[config.mk]
export PLATFORM = sky130hd
export DESIGN_NAME = thinning_pass_scheduler
export DESIGN_NICKNAME = d
export VERILOG_FILES = /design/src/rtl/thinning_pkg.sv /design/src/rtl/pixel_addr_counter.sv /design/src/rtl/thinning_pass_scheduler.sv
export SDC_FILE = /design/constraint.sdc
export NUM_CORES = 1
export LEC_CHECK = 0
export CAP_MARGIN = 10
export CORE_MARGIN = 1.5
export CORE_UTILIZATION = 47
export CTS_BUF_LIST = sky130_fd_sc_hd__clkbuf_4
export DETAILED_ROUTE_END_ITERATION = 6
export PLACE_DENSITY_LB_ADDON = 0.1
export SLEW_MARGIN = 20
export SYNTH_ARGS = -nofsm -noshare
export SYNTH_HDL_FRONTEND = slang
export SYNTH_SLANG_ARGS = --single-unit
export TNS_END_PERCENT = 10
[constraint.sdc]
create_clock -name clk -period 1.91 [get_ports clk]
set_clock_uncertainty 0.05 [all_clocks]
set_input_delay 0.382 -clock clk [delete_from_list [all_inputs] [get_ports clk]]
set_output_delay 0.382 -clock clk [all_outputs]
set_load 0.01 [all_outputs]
[src/rtl/thinning_pkg.sv]
// Shared types for the thinning pass scheduler: FSM state encoding and
// the write-data select codes consumed by the RAM write controller.
package thinning_pkg;

  typedef enum logic [2:0] {
    LOAD,
    READY,
    SCAN,
    PASS_END,
    HARRIS,
    DONE
  } state_t;

  localparam logic WR_SEL_EXT  = 1'b0;
  localparam logic WR_SEL_MASK = 1'b1;

endpackage

[src/rtl/pixel_addr_counter.sv]
// Pixel address counter: counts 0..TERM-1 and wraps to 0 on the terminal
// count (never a power-of-two wrap); clear and rst both force 0.
module pixel_addr_counter #(
  parameter int TERM = 64,
  parameter int W    = 7
) (
  input  logic         clk,
  input  logic         rst,
  input  logic         clear,
  input  logic         en,
  output logic [W-1:0] addr,
  output logic         last
);

  assign last = (addr == W'(TERM - 1));

  always_ff @(posedge clk) begin
    if (rst || clear) begin
      addr <= '0;
    end else if (en) begin
      addr <= last ? '0 : addr + W'(1);
    end
  end

endmodule

[src/rtl/thinning_pass_scheduler.sv]
// Schedules frame load, alternating thinning sub-iterations and the
// optional Harris scan (enabled by defining HARRIS_PASS_EN) on the RAM write port.
module thinning_pass_scheduler
  import thinning_pkg::*;
#(
  parameter int N          = 8,
  parameter int bitSize    = 6,
  parameter int pixelWidth = 8,
  parameter int MAX_PASSES = 16,
  localparam int PCW       = $clog2(MAX_PASSES + 1)
) (
  input  logic             clk,
  input  logic             rst,
  input  logic             load_valid,
  output logic             load_ready,
  input  logic             start,
  input  logic             mask_req,
  input  logic             mask_changed,
  output logic             mask_grant,
  output logic             mask_en,
  output logic             sub_iter,
  output logic             harris_en,
  output logic             mem_we,
  output logic [bitSize:0] mem_addr,
  output logic             wr_sel,
  output logic [PCW-1:0]   pass_count,
  output logic             busy,
  output logic             done,
  output state_t           state_dbg
);

  localparam logic [PCW-1:0] LAST_PASS = PCW'(MAX_PASSES - 1);

  if (N * N > 2 ** (bitSize + 1) || MAX_PASSES < 1 || pixelWidth < 1) begin : g_bad_cfg
    $error("thinning_pass_scheduler: inconsistent parameters");
  end

  state_t           state, state_n;
  logic             sub_iter_n, flag, flag_n;
  logic [PCW-1:0]   pass_n;
  logic             cnt_en, cnt_clr, cnt_last;
  logic [bitSize:0] addr;
  logic             harris_c;

  pixel_addr_counter #(.TERM(N * N), .W(bitSize + 1)) u_addr (
    .clk  (clk),
    .rst  (rst),
    .clear(cnt_clr),
    .en   (cnt_en),
    .addr (addr),
    .last (cnt_last)
  );

  always_ff @(posedge clk) begin
    if (rst) begin
      state      <= LOAD;
      sub_iter   <= 1'b0;
      flag       <= 1'b0;
      pass_count <= '0;
    end else begin
      state      <= state_n;
      sub_iter   <= sub_iter_n;
      flag       <= flag_n;
      pass_count <= pass_n;
    end
  end

  // Handshakes: a transfer (one RAM write) occurs in any cycle where
  // load_valid&load_ready or mask_req&mask_grant; ready/grant never wait.
  always_comb begin
    state_n    = state;
    sub_iter_n = sub_iter;
    flag_n     = flag;
    pass_n     = pass_count;
    cnt_en     = 1'b0;
    cnt_clr    = 1'b0;
    load_ready = 1'b0;
    mask_en    = 1'b0;
    mask_grant = 1'b0;
    harris_c   = 1'b0;
    mem_we     = 1'b0;
    wr_sel     = WR_SEL_EXT;
    busy       = 1'b0;
    done       = 1'b0;
    case (state)
      LOAD: begin
        load_ready = 1'b1;
        if (load_valid) begin
          mem_we = 1'b1;
          cnt_en = 1'b1;
          if (cnt_last) state_n = READY;
        end
      end
      READY: begin
        if (start) begin
          state_n    = SCAN;
          sub_iter_n = 1'b0;
          flag_n     = 1'b0;
        end
      end
      SCAN: begin
        busy       = 1'b1;
        mask_en    = 1'b1;
        mask_grant = mask_req;
        if (mask_req) begin
          mem_we = 1'b1;
          wr_sel = WR_SEL_MASK;
          cnt_en = 1'b1;
          if (mask_changed) flag_n = 1'b1;
          if (cnt_last) state_n = PASS_END;
        end
      end
      PASS_END: begin
        busy = 1'b1;
        if (!sub_iter) begin
          sub_iter_n = 1'b1;
          state_n    = SCAN;
        end else begin
          pass_n     = pass_count + PCW'(1);
          sub_iter_n = 1'b0;
          if (!flag || pass_count == LAST_PASS) begin
`ifdef HARRIS_PASS_EN
            state_n = HARRIS;
`else
            state_n = DONE;
`endif
          end else begin
            flag_n  = 1'b0;
            state_n = SCAN;
          end
        end
      end
`ifdef HARRIS_PASS_EN
      HARRIS: begin
        busy       = 1'b1;
        harris_c   = 1'b1;
        mask_en    = 1'b1;
        mask_grant = mask_req;
        if (mask_req) begin
          mem_we = 1'b1;
          wr_sel = WR_SEL_MASK;
          cnt_en = 1'b1;
          if (cnt_last) state_n = DONE;
        end
      end
`endif
      DONE: begin
        done = 1'b1;
        if (start) begin
          state_n    = LOAD;
          pass_n     = '0;
          sub_iter_n = 1'b0;
          flag_n     = 1'b0;
          cnt_clr    = 1'b1;
        end
      end
      default: state_n = LOAD;
    endcase
    // A reset cycle must never write, whatever state it interrupts.
    if (rst) begin
      load_ready = 1'b1;
      mask_en    = 1'b0;
      mask_grant = 1'b0;
      harris_c   = 1'b0;
      mem_we     = 1'b0;
      wr_sel     = WR_SEL_EXT;
      busy       = 1'b0;
      done       = 1'b0;
    end
  end

`ifdef HARRIS_PASS_EN
  assign harris_en = harris_c;
`else
  assign harris_en = 1'b0;
`endif

  assign mem_addr  = addr;
  assign state_dbg = state;

endmodule
Word-level counts from Yosys, hierarchy flattened
Cells that the tools add are included.

Add/sub/neg operators: 2. Eq/ne operators: 16. Mux-type cells: 39. Reductions and logical operators: 13.

Operators by type and width (number): 3-bit 2-to-1 mux (8); 1-bit 2-to-1 mux (23); 3-bit case mux with 5 select lines (1); 2-bit inequality test (second input constant) (7); 6-bit AND reduction (2); 5-bit 2-to-1 mux (2); 5-bit case mux with 2 select lines (1); 7-bit by 1-bit adder with 7-bit output (second input constant) (1); 7-bit by 6-bit == test with 1-bit output (second input constant) (1); 7-bit 2-to-1 mux (1); 3-bit by 2-bit == test with 1-bit output (second input constant) (2); 2-bit by 1-bit inequality test with 1-bit output (second input constant) (3); 5-bit by 1-bit adder with 5-bit output (second input constant) (1); 5-bit by 4-bit == test with 1-bit output (second input constant) (1); 1-bit case mux with 2 select lines (2); 2-bit nonzero test (2); 2-bit OR reduction (2); 3-bit by 1-bit == test with 1-bit output (second input constant) (1); 3-bit == test (second input constant) (1); 3-bit zero test (1); 1-bit case mux with 3 select lines (1); 3-bit AND reduction (1); 3-bit nonzero test (1); 1-bit logical OR (2); other kinds (2) (2).

Register bits: 17. Input port bits: 6. Word-level logic and storage cells: 75.

Longest topological paths before layout
Gate-level depths: netlist (run 1).

Word-level depth: 5. Mapped depth: 7. Depth with buffers taken out: 7.

Cells and area by module
A second synthesis (run 1) with hierarchy kept.

Cell total of the unflattened synthesis: 124. Area total of the unflattened synthesis: 1032.2 µm².

Modules (own cells, without submodules): thinning_pass_scheduler (instances 1, cells an instance 87, area each 694.4 µm², sequential area each 200.2 µm²); pixel_addr_counter (instances 1, cells an instance 37, area each 337.8 µm², sequential area each 140.1 µm²).

Worst setup path before layout (run 1)
No wires, ideal clock.

Kind: reg-to-output. Start: register state[2] (netlist: state_dbg[2]). End: output wr_sel. Data arrival time: 1417 ps. Required time: 1478 ps. Slack: 61 ps. Cell stages (with the launch flop): 6. Buffers on the path: 2. Cells stage by stage: dfxtp_1 > buf_2 > nand2b_1 > nor3_1 > and2_1 > buf_4.

Cells in the longest elaborated chain, start to end: 3.

Ends and longest elaborated chain: from (decl) (line thinning_pass_scheduler.sv:38) `state_t state, state_n;`; from (signal assigned) (line thinning_pass_scheduler.sv:61) `state <= state_n;`; 3-bit by 2-bit == test with 1-bit output (line thinning_pass_scheduler.sv:85) `case (state)`; 1-bit 2-to-1 mux (line thinning_pass_scheduler.sv:85); 1-bit 2-to-1 mux (line thinning_pass_scheduler.sv:160) `if (rst) begin`; to (decl) (line thinning_pass_scheduler.sv:25) `output logic wr_sel,`.

No other way between the ends.

Final worst setup path (run 1)
Start: register state[2] (netlist: state_dbg[2]). End: output load_ready.

Cells in the longest elaborated chain, start to end: 3.

Ends and longest elaborated chain: 3-bit zero test (line thinning_pass_scheduler.sv:85); 1-bit 2-to-1 mux (line thinning_pass_scheduler.sv:85); 1-bit 2-to-1 mux (line thinning_pass_scheduler.sv:160); to (decl) (line thinning_pass_scheduler.sv:15) `output logic load_ready,`.

No other way between the ends.

==> results.cfg, run 1 <==
[logic_synthesis]
synth_edf_count = 0
synth_simple_gate_area_share_pct = 29.5
synth.top_cell.area_share_pct = 35.0
synth_commonest_cells = dfxtp_1, nor2_1, nand2_1
synthAdderAreaFrac_pct = 3.86
async_flop_share_pct = 0
post_synth_inst_count = 116
synthFlopType = dfxtp_1
avgSynthCellArea_um2 = 8.38
synth_top_family_by_area = simple AND/OR/NAND/NOR gates
synth_top_area_cell = dfxtp_1
synth_compound_area_share_pct = 16.3
synth_seq_cells = 17
synth_xor_area_share_pct = 2.70
synth_cell_type_count = 41
synth_most_common_cell = dfxtp_1
ys_seq_area_share_pct = 35.0
synth.area.mux_share_pct = 6.69
synth_fp_nets = 125
synthesis.area_um2 = 972
yosys_warnings = 0
synthTopCellsByArea = dfxtp_1, mux2i_1, nor2_1, ha_1, nand3_1

[pwr]
p_seq_share_pct = 57.9
clock_power_share_pct = 32.9
p_int_mw = 0.484
pwr_density_cell_mw_per_mm2 = 454
finalPower_mw = 0.626
switching_share_pct = 22.6
power_switching_mw = 0.141
p_leak_nw = 0.566
power_frac_comb_pct = 9.3
peakVddDrop_uv = 290

[critical_path]
worstRegToRegCells = 6
cp.arrival_ns = 1.39
startpoint = state_dbg[2]$_SDFFE_PP0P_
cp.required_ns = 1.48
critPathLaunchType = flip-flop
path_cells = buf_6 -> nor3_1 -> or2_2 -> dlygate4sd2_1
worst-setup-path-type = reg -> out
r2r-start = pass_count[0]$_SDFFE_PP0P_
cp_slowest_cell = dfxtp_1
crit_fanout = 7
slowest_delay_ns = 0.36
cp-end-kind = output pin

[cells_and_area]
antenna_cells = 0
area_growth_pct = 41.8
drive_above_1_share_pct = 17.5
nNetsFinal = 164

[floorplanning]
dieHeight_um = 48.5
dieWidth_um = 48.5
start_util_pct = 49.6
num_io_pins = 30
core_area_mm2 = 0.00196
rows = 16
fp.dieArea_mm2 = 0.00235

[route]
via_per_inst = 5.25
antenna_left = 0
wl_um = 2210
wl_per_cell_um = 12.2
drtPass1Iterations = 4
drt_iter0_drc = 18
drcViolationCount = 0
vias = 951

[cts]
cts_setup_buffers = 0
htreeDepth = 1
path_clk_slew_ns = 0.10
cts_buffer_depth = 2
cts_inserted_buffers = 3
clk_latency_ns = 0.29
cts_tree = done
cts.root.buffer_cell = clkbuf_4
cts.sinks = 17

[sta]
setup_violations = 0
min_period_over_period_pct = 95.6
layout_min_cycle_time_ns = 1.83
hold_violations = 0
fmax_ghz = 0.548
maxSlewViolCount = 0
totalNegativeSetupSlack_ns = 0
rsz0062_at_grt = false

[global_route]
track_usage_pct = 20.7
antenna_found_initial = 0
met1_usage_pct = 28.0
grt_pass1_wl_um = 3840
busiest_layer = met2
grt_pass1_vias = 866
met3_usage_pct = 3.09
met2_usage_pct = 33.8
grt_max_degree = 13
grt_overflow = 0

[flow_run]
drv_cap = 0

[worst_hold_path]
hp-class = reg -> reg
min_path_cells = 1
min-delay-start = u_addr.addr[6]$_SDFFE_PP0P_

[placed_design]
dp_hpwl_um = 1720
io_buffers = 28
gp_congestion = 0.819

[status]
status = completed
[routing by layer]
layer / routed length [um] / up-vias
li1: - / 483
met1: 1060 / 436
met2: 1010 / 28
met3: 110 / 4
met4: 29 / 0
met5: 0 / -
[registers in the layout (all words and copies together) (netlist names)]
name / count
pass_count: 5
state_dbg: 3
flag: 1
sub_iter: 1
u_addr.addr: 7
[cell families after synthesis]
| group | Yosys count |
|---|---|
| buffers and inverters | 11 |
| AOI/OAI and AO/OA | 23 |
| DFF | 17 |
| xor gates and xnor gates | 3 |
| other | 1 |
| muxes | 6 |
| and+or+nand+nor | 52 |
| adders and majority gates | 3 |
[power groups by stage]
stage               clock network [mW]  registers, mW  logic (mW)
floorplan                            0          0.371      0.0244
CTS                              0.213          0.362      0.0579
global placement                     0          0.370      0.0572
finish                           0.206          0.362      0.0580
global route                     0.230          0.363      0.0638
detailed placement                   0          0.370      0.0583
[cells in the final DEF, fill, tap and decap left out, types with 3 or more instances in the layout]
master,instances
mux2i_1,5
nor2b_1,3
o21ai_0,3
inv_1,4
dlygate4sd2_1,7
nand2b_1,3
and2_1,3
clkbuf_4,4
dfxtp_1,15
a21oi_1,5
nor2_1,11
nand2_1,7
buf_4,11
nand3b_1,3
nand3_1,6
clkdlybuf4s50_1,19
xor2_1,3
ha_1,3
nor3_1,4
[worst max-delay path, delay by kind of cell, from the launching register on]
family	cells	cell delay (ns)
simple gates	2	0.32
flops	1	0.36
buf+inv	2	0.43
[stage by stage]
step,util (%),area (um^2),std cells,worst slack [ns],hold WS [ns]
after detailed placement,68.6,1350,177,-0.272,0.429
after global routing,70.3,1380,181,0.00317,0.449
final,70.3,1380,181,0.0837,0.441
after floorplan,-,972,116,0.0606,0.422
after global placement,68.6,1350,177,-0.246,0.411
after CTS,70.0,1370,181,-0.00311,0.442
[worst paths after layout]
check,end,slack [ns]
worst min register to register,u_addr.addr[6]$_SDFFE_PP0P_,0.44
worst max register to register,state_dbg[1]$_SDFFE_PP0P_,0.12
worst min-delay path,u_addr.addr[6]$_SDFFE_PP0P_,0.44
worst max-delay path,load_ready,0.08
[timing repair]
| action | 4_1_cts | 5_1_grt |
|---|---|---|
| gates resized for setup | 11 | 5 |
| setup endpoints to repair | 8 | 6 |
| hold buffers | 0 | 0 |
| pin swaps | 0 | 1 |
| hold endpoints to repair | 0 | 0 |
[cell type report]
class,count,area (um^2)
well taps,27,33.8
fillers,181,583
multi-input cells,88,583
clock buffers,4,30.0
flip-flops and latches,17,343
repair buffers,41,374
inverters,4,15.0
Note: power is estimated with default switching activity, not from simulation.
==> run 2: changes to the inputs <==
- RECOVER_POWER: default -> 100
- clock period: 1.91 -> 1.8 ns (I/O delays scaled with it)
==> run 2 against run 1 <==
Net effect:
- the run now ends with setup timing left
- total power increased by 4.4%
- sequential cell count unchanged
- final area increased by 4.5%
- sequential power increased by 5%
- register-to-register slack got worse by 0.10 ns
- critical endpoint is now mem_we
- largest cell class unchanged
- largest power group unchanged
- highest routed layer unchanged
==> results.cfg, run 2 (synthesis results as in run 1) <==
[status]
status = complete, but fails checks
violations = setup timing

[critical_path]
crit_fanout = 2
cp.arrival_ns = 1.41
cp.required_ns = 1.39
worst-setup-path-type = in -> out
cp-end-kind = output pin
critPathLaunchType = input port

[cells_and_area]
nNetsFinal = 172
antenna_cells = 0
area_growth_pct = 48.3
largest_reg_flops = 7
regMostFlops = u_addr.addr
drive_above_1_share_pct = 22.8
most-common-layout-cells = buf_4, dfxtp_1, clkdlybuf4s50_1
final_common_cell = buf_4
fin_area_mm2 = 0.00144

[floorplanning]
num_io_pins = 30
fp.dieArea_mm2 = 0.00235
core_area_mm2 = 0.00196
rows = 16
start_util_pct = 49.6
dieHeight_um = 48.5
dieWidth_um = 48.5

[placed_design]
placed_area_mm2 = 0.00141
dp_hpwl_um = 1830
gp_congestion = 0.832
io_buffers = 28

[route]
wl_per_cell_um = 12.7
wl_um = 2400
via_per_inst = 5.35
drcViolationCount = 0
drt_iter0_drc = 23
vias = 1012
antenna_left = 0
drtPass1Iterations = 4

[sta]
fmax_ghz = 0.551
layout_min_cycle_time_ns = 1.82
min_period_over_period_pct = 101
maxSlewViolCount = 0
rsz0062_at_grt = true
setup_violations = 1
totalNegativeSetupSlack_ns = -0.0152
setup_ws_ns = -0.0152
hold_violations = 0

[pwr]
switching_share_pct = 24.5
clock_power_share_pct = 31.9
p_seq_share_pct = 58.4
peakVddDrop_uv = 272
p_leak_nw = 0.608
pwr_density_cell_mw_per_mm2 = 453
power_frac_comb_pct = 9.8
power_switching_mw = 0.160
p_int_mw = 0.493

[cts]
cts.root.buffer_cell = clkbuf_4
htreeDepth = 1
cts_inserted_buffers = 3
clk_latency_ns = 0.29
cts_setup_buffers = 0
path_clk_slew_ns = 0.10
cts_buffer_depth = 2
cts_tree = done
cts.sinks = 17

[global_route]
grt_pass1_vias = 942
grt_max_degree = 11
track_usage_pct = 21.5
antenna_found_initial = 0
grt_overflow = 0
grt_pass1_wl_um = 4020

[flow_run]
drv_cap = 0

[worst_hold_path]
hp-class = in -> reg
run 2: cell types whose count changed in the layout (fill, tap and decap cells not counted), sizes merged:
cell           before  now
clkbuf              5    6
dlygate4sd2         7    4
dlymetal6s2s        1    2
clkinv              0    1
clkdlybuf4s15       0    2
buf                13   19
dlygate4sd3         0    6
clkdlybuf4s50      19   13
run 2: path summary, 6_finish.rpt:
kind	start	endpoint	slack, ns	cells after the start
max reg2reg	pass_count[1]$_SDFFE_PP0P_	state_dbg[1]$_SDFFE_PP0P_	0.02	6
max	mask_req	mem_we	-0.02	5
min	rst	state_dbg[2]$_SDFFE_PP0P_	0.41	3
min reg2reg	u_addr.addr[5]$_SDFFE_PP0P_	u_addr.addr[5]$_SDFFE_PP0P_	0.45	2
run 2: timing repair:
| item | in CTS | in global routing |
|---|---|---|
| setup endpoints to repair | 11 | 6 |
| gates cloned | 0 | 0 |
| pin swaps | 1 | 0 |
| gates resized for setup | 21 | 3 |
| hold buffers | 0 | 0 |
run 2: power groups by stage:
stage | Clock, mW | Sequential [mW] | Combinational [mW]
after floorplan | 0 | 0.394 | 0.0259
after global placement | 0 | 0.393 | 0.0657
after detailed placement | 0 | 0.393 | 0.0670
after CTS | 0.213 | 0.381 | 0.0663
after global routing | 0.232 | 0.383 | 0.0690
final | 0.208 | 0.381 | 0.0638
run 2: layer usage:
metal / global-route usage, % / share of wire [%] / routed length [um] / vias up
met3: 4.32 / 5.0 / 120 / 4
li1: - / - / - / 497
met4: 9.05 / 0.92 / 22 / 0
met5: 0 / 0 / 0 / -
met1: 27.3 / 45 / 1080 / 478
met2: 35.9 / 49 / 1180 / 33
run 2: metrics by stage:
step / setup slack, ns / util, % / cells / total power [mW] / hold WS (ns)
5_1_grt: -0.0678 / 73.5 / 189 / 0.683 / 0.414
3_3_place_gp: -0.313 / 71.9 / 185 / 0.458 / 0.412
6_report: -0.0152 / 73.5 / 189 / 0.653 / 0.413
2_1_floorplan: 0.0875 / - / 116 / 0.420 / 0.400
4_1_cts: -0.229 / 73.7 / 189 / 0.661 / 0.451
3_5_place_dp: -0.310 / 71.9 / 185 / 0.460 / 0.436
run 2: critical path, cell delays in order:
cell and delay [ns]:
clkdlybuf4s50_1 0.42, mux2_1 0.36, nand2_4 0.09, nor2_1 0.03, buf_2 0.13
run 2: final cells by class:
| cell class | count | area, um^2 |
|---|---|---|
| Multi-Input combinational cell | 88 | 588 |
| Fill cell | 168 | 520 |
| Timing Repair Buffer | 49 | 428 |
| Sequential cell | 17 | 349 |
| Tap cell | 27 | 33.8 |
| Clock buffer | 3 | 22.5 |
| Inverter | 4 | 15.0 |
| Clock inverter | 1 | 5.00 |
==> run 3: changes to the inputs <==
- ABC_AREA: default -> 1
- CORE_UTILIZATION: 47 -> 49
==> run 3 against run 2 <==
Net effect:
- global-route usage increased by 3.0 points
- maximum frequency grew 2.1%
- non-clock buffer count decreased by 3
- total power increased by 2.2%
- critical path depth down 3
- clock power rose by 6%
- largest power group unchanged
- count of clock-buffer cells in the layout did not move
- the flow now finishes without violations
- synthesized cell count grew 46%
- die area rose by 7.7%
- highest routed layer unchanged
- register-to-register slack improved by 0.13 ns
- first-iteration DRC count increased by 26%
- via count up 17%
==> results.cfg, run 3 <==
[sta]
layout_min_cycle_time_ns = 1.78
min_period_over_period_pct = 98.8
hold_violations = 0
setup_ws_ns = 0.0223
fmax_ghz = 0.563
maxSlewViolCount = 0
setup_violations = 0
rsz0062_at_grt = false

[logic_synthesis]
ys_seq_area_share_pct = 31.0
synth_top_area_cell = dfxtp_1
synth_seq_cells = 17
yosys_warnings = 0
synthFlopType = dfxtp_1
async_flop_share_pct = 0
synthTopCellsByArea = dfxtp_1, nand2_1, inv_1, nand3_1, nor2_1
avgSynthCellArea_um2 = 6.49
synth_cell_type_count = 25
synth_most_common_cell = nand2_1
post_synth_inst_count = 169
synthesis.area_mm2 = 0.00110
synth_edf_count = 0
synth.top_cell.area_share_pct = 31.0
synth_fp_nets = 178
synth_commonest_cells = nand2_1, inv_1, nor2_1

[worst_hold_path]
hp-class = reg -> reg

[global_route]
grt_pass1_wl_um = 4800
grt_max_degree = 11
grt_pass1_vias = 1136
track_usage_pct = 24.5
antenna_found_initial = 0
grt_overflow = 0

[cts]
path_clk_slew_ns = 0.11
cts.root.buffer_cell = clkbuf_4
post_cts_resized = 15
cts_setup_buffers = 0
cts_inserted_buffers = 3
cts_buffer_depth = 2
cts_tree = done
clk_latency_ns = 0.30
holdBufCountCts = 0
cts.sinks = 17
htreeDepth = 1

[route]
wl_per_cell_um = 11.4
via_per_inst = 4.90
drtPass1Iterations = 4
vias = 1180
drcViolationCount = 0
wl_um = 2750
drt_iter0_drc = 29
antenna_left = 0

[critical_path]
worst-setup-path-type = reg -> out
cp-end-kind = output pin
crit_fanout = 4
cp.arrival_ns = 1.37
cp.required_ns = 1.39
critPathLaunchType = flip-flop

[flow_run]
drv_cap = 0

[floorplanning]
num_io_pins = 30
start_util_pct = 53.7
dieHeight_um = 50.3
fp.dieArea_mm2 = 0.00253
dieWidth_um = 50.3
rows = 16
core_area_mm2 = 0.00204

[cells_and_area]
largest_reg_flops = 7
most-common-layout-cells = nand2_1, inv_1, nor2_1
antenna_cells = 0
final_common_cell = nand2_1
regMostFlops = u_addr.addr
drive_above_1_share_pct = 17.3
nNetsFinal = 224
area_growth_pct = 36.8
final_util_pct = 73.5

[placed_design]
gp_congestion = 0.861
dp_hpwl_um = 2160
io_buffers = 28
preCtsSetupSlack_ns = -0.342

[pwr]
peakVddDrop_uv = 396
pwr_density_cell_mw_per_mm2 = 445
p_leak_nw = 0.731

[status]
status = completed
-- run 3: changes by cell type after synthesis, moves of 4 or more --
| cell | change |
|---|---|
| a21oi_1 | +9 |
| buf_2 | -4 |
| nand3_2 | +4 |
| inv_1 | +21 |
| nor3_1 | -4 |
| nand2_1 | +32 |
| nand3_1 | +10 |
| mux2i_1 | -5 |
| nor2_1 | +10 |
-- run 3: cells by family (layout without fill, tap and decap cells) --
| logic type | count (synthesis) | after routing | synth area share (%) |
|---|---|---|---|
| adder cells (fa/ha/maj) | 3 | 3 | 3.42 |
| flip-flops | 17 | 17 | 31.0 |
| AO/OA/AOI/OAI | 18 | 18 | 8.21 |
| other | 1 | 1 | 0.342 |
| buffers and inverters | 33 | 78 | 13.0 |
| AND/OR/NAND/NOR | 95 | 95 | 42.4 |
| XOR/XNOR | 2 | 2 | 1.60 |
-- run 3: routing by layer --
layer | GRT usage [%] | part of all wire, % | up-vias
met1 | 30.4 | 45 | 529
met3 | 3.27 | 3.4 | 5
met2 | 42.1 | 50 | 29
met4 | 10.8 | 1.9 | 0
met5 | 0 | 0 | -
li1 | - | - | 617
-- run 3: path summary, 6_finish.rpt --
check	slack [ns]	to	depth (start not counted)	from
max	0.02	state_dbg[0]	2	state_dbg[0]$_SDFFE_PP0P_
min	0.44	pass_count[4]$_SDFFE_PP0P_	2	pass_count[4]$_SDFFE_PP0P_
max reg2reg	0.15	pass_count[1]$_SDFFE_PP0P_	8	state_dbg[0]$_SDFFE_PP0P_
min reg2reg	0.44	pass_count[4]$_SDFFE_PP0P_	2	pass_count[4]$_SDFFE_PP0P_
-- run 3: per-stage QoR --
| stage | TNS, ns | power [mW] | instance area (um^2) | hold slack (ns) | instances |
|---|---|---|---|---|---|
| CTS | -0.198 | 0.679 | 1530 | 0.440 | 241 |
| floorplan | 0 | 0.423 | 1100 | 0.402 | 169 |
| global route | 0 | 0.687 | 1500 | 0.462 | 241 |
| global placement | -1.91 | 0.459 | 1510 | 0.417 | 237 |
| finish | 0 | 0.668 | 1500 | 0.439 | 241 |
| detailed placement | -2.02 | 0.461 | 1510 | 0.423 | 237 |
-- run 3: layout make-up --
type                       count  area (um^2)
timing repair buffer          46          393
clock inverter                 1         5.00
sequential                    17          348
tap                           27         33.8
fill                         182          541
inverter                      28          105
clock buffer                   3         22.5
multi-input combinational    119          594
-- run 3: critical path: stages, from the launching register on --
cell and delay (ns):
dfxtp_2 0.40, buf_4 0.14, clkdlybuf4s50_1 0.53
-- run 3: report_power, final --
group / leakage (nW) / internal [mW] / switching (mW)
registers: 0.140 / 0.378 / 0.00427
logic: 0.574 / 0.0314 / 0.0338
clock network: 0.0177 / 0.0830 / 0.138
total: 0.731 / 0.492 / 0.176
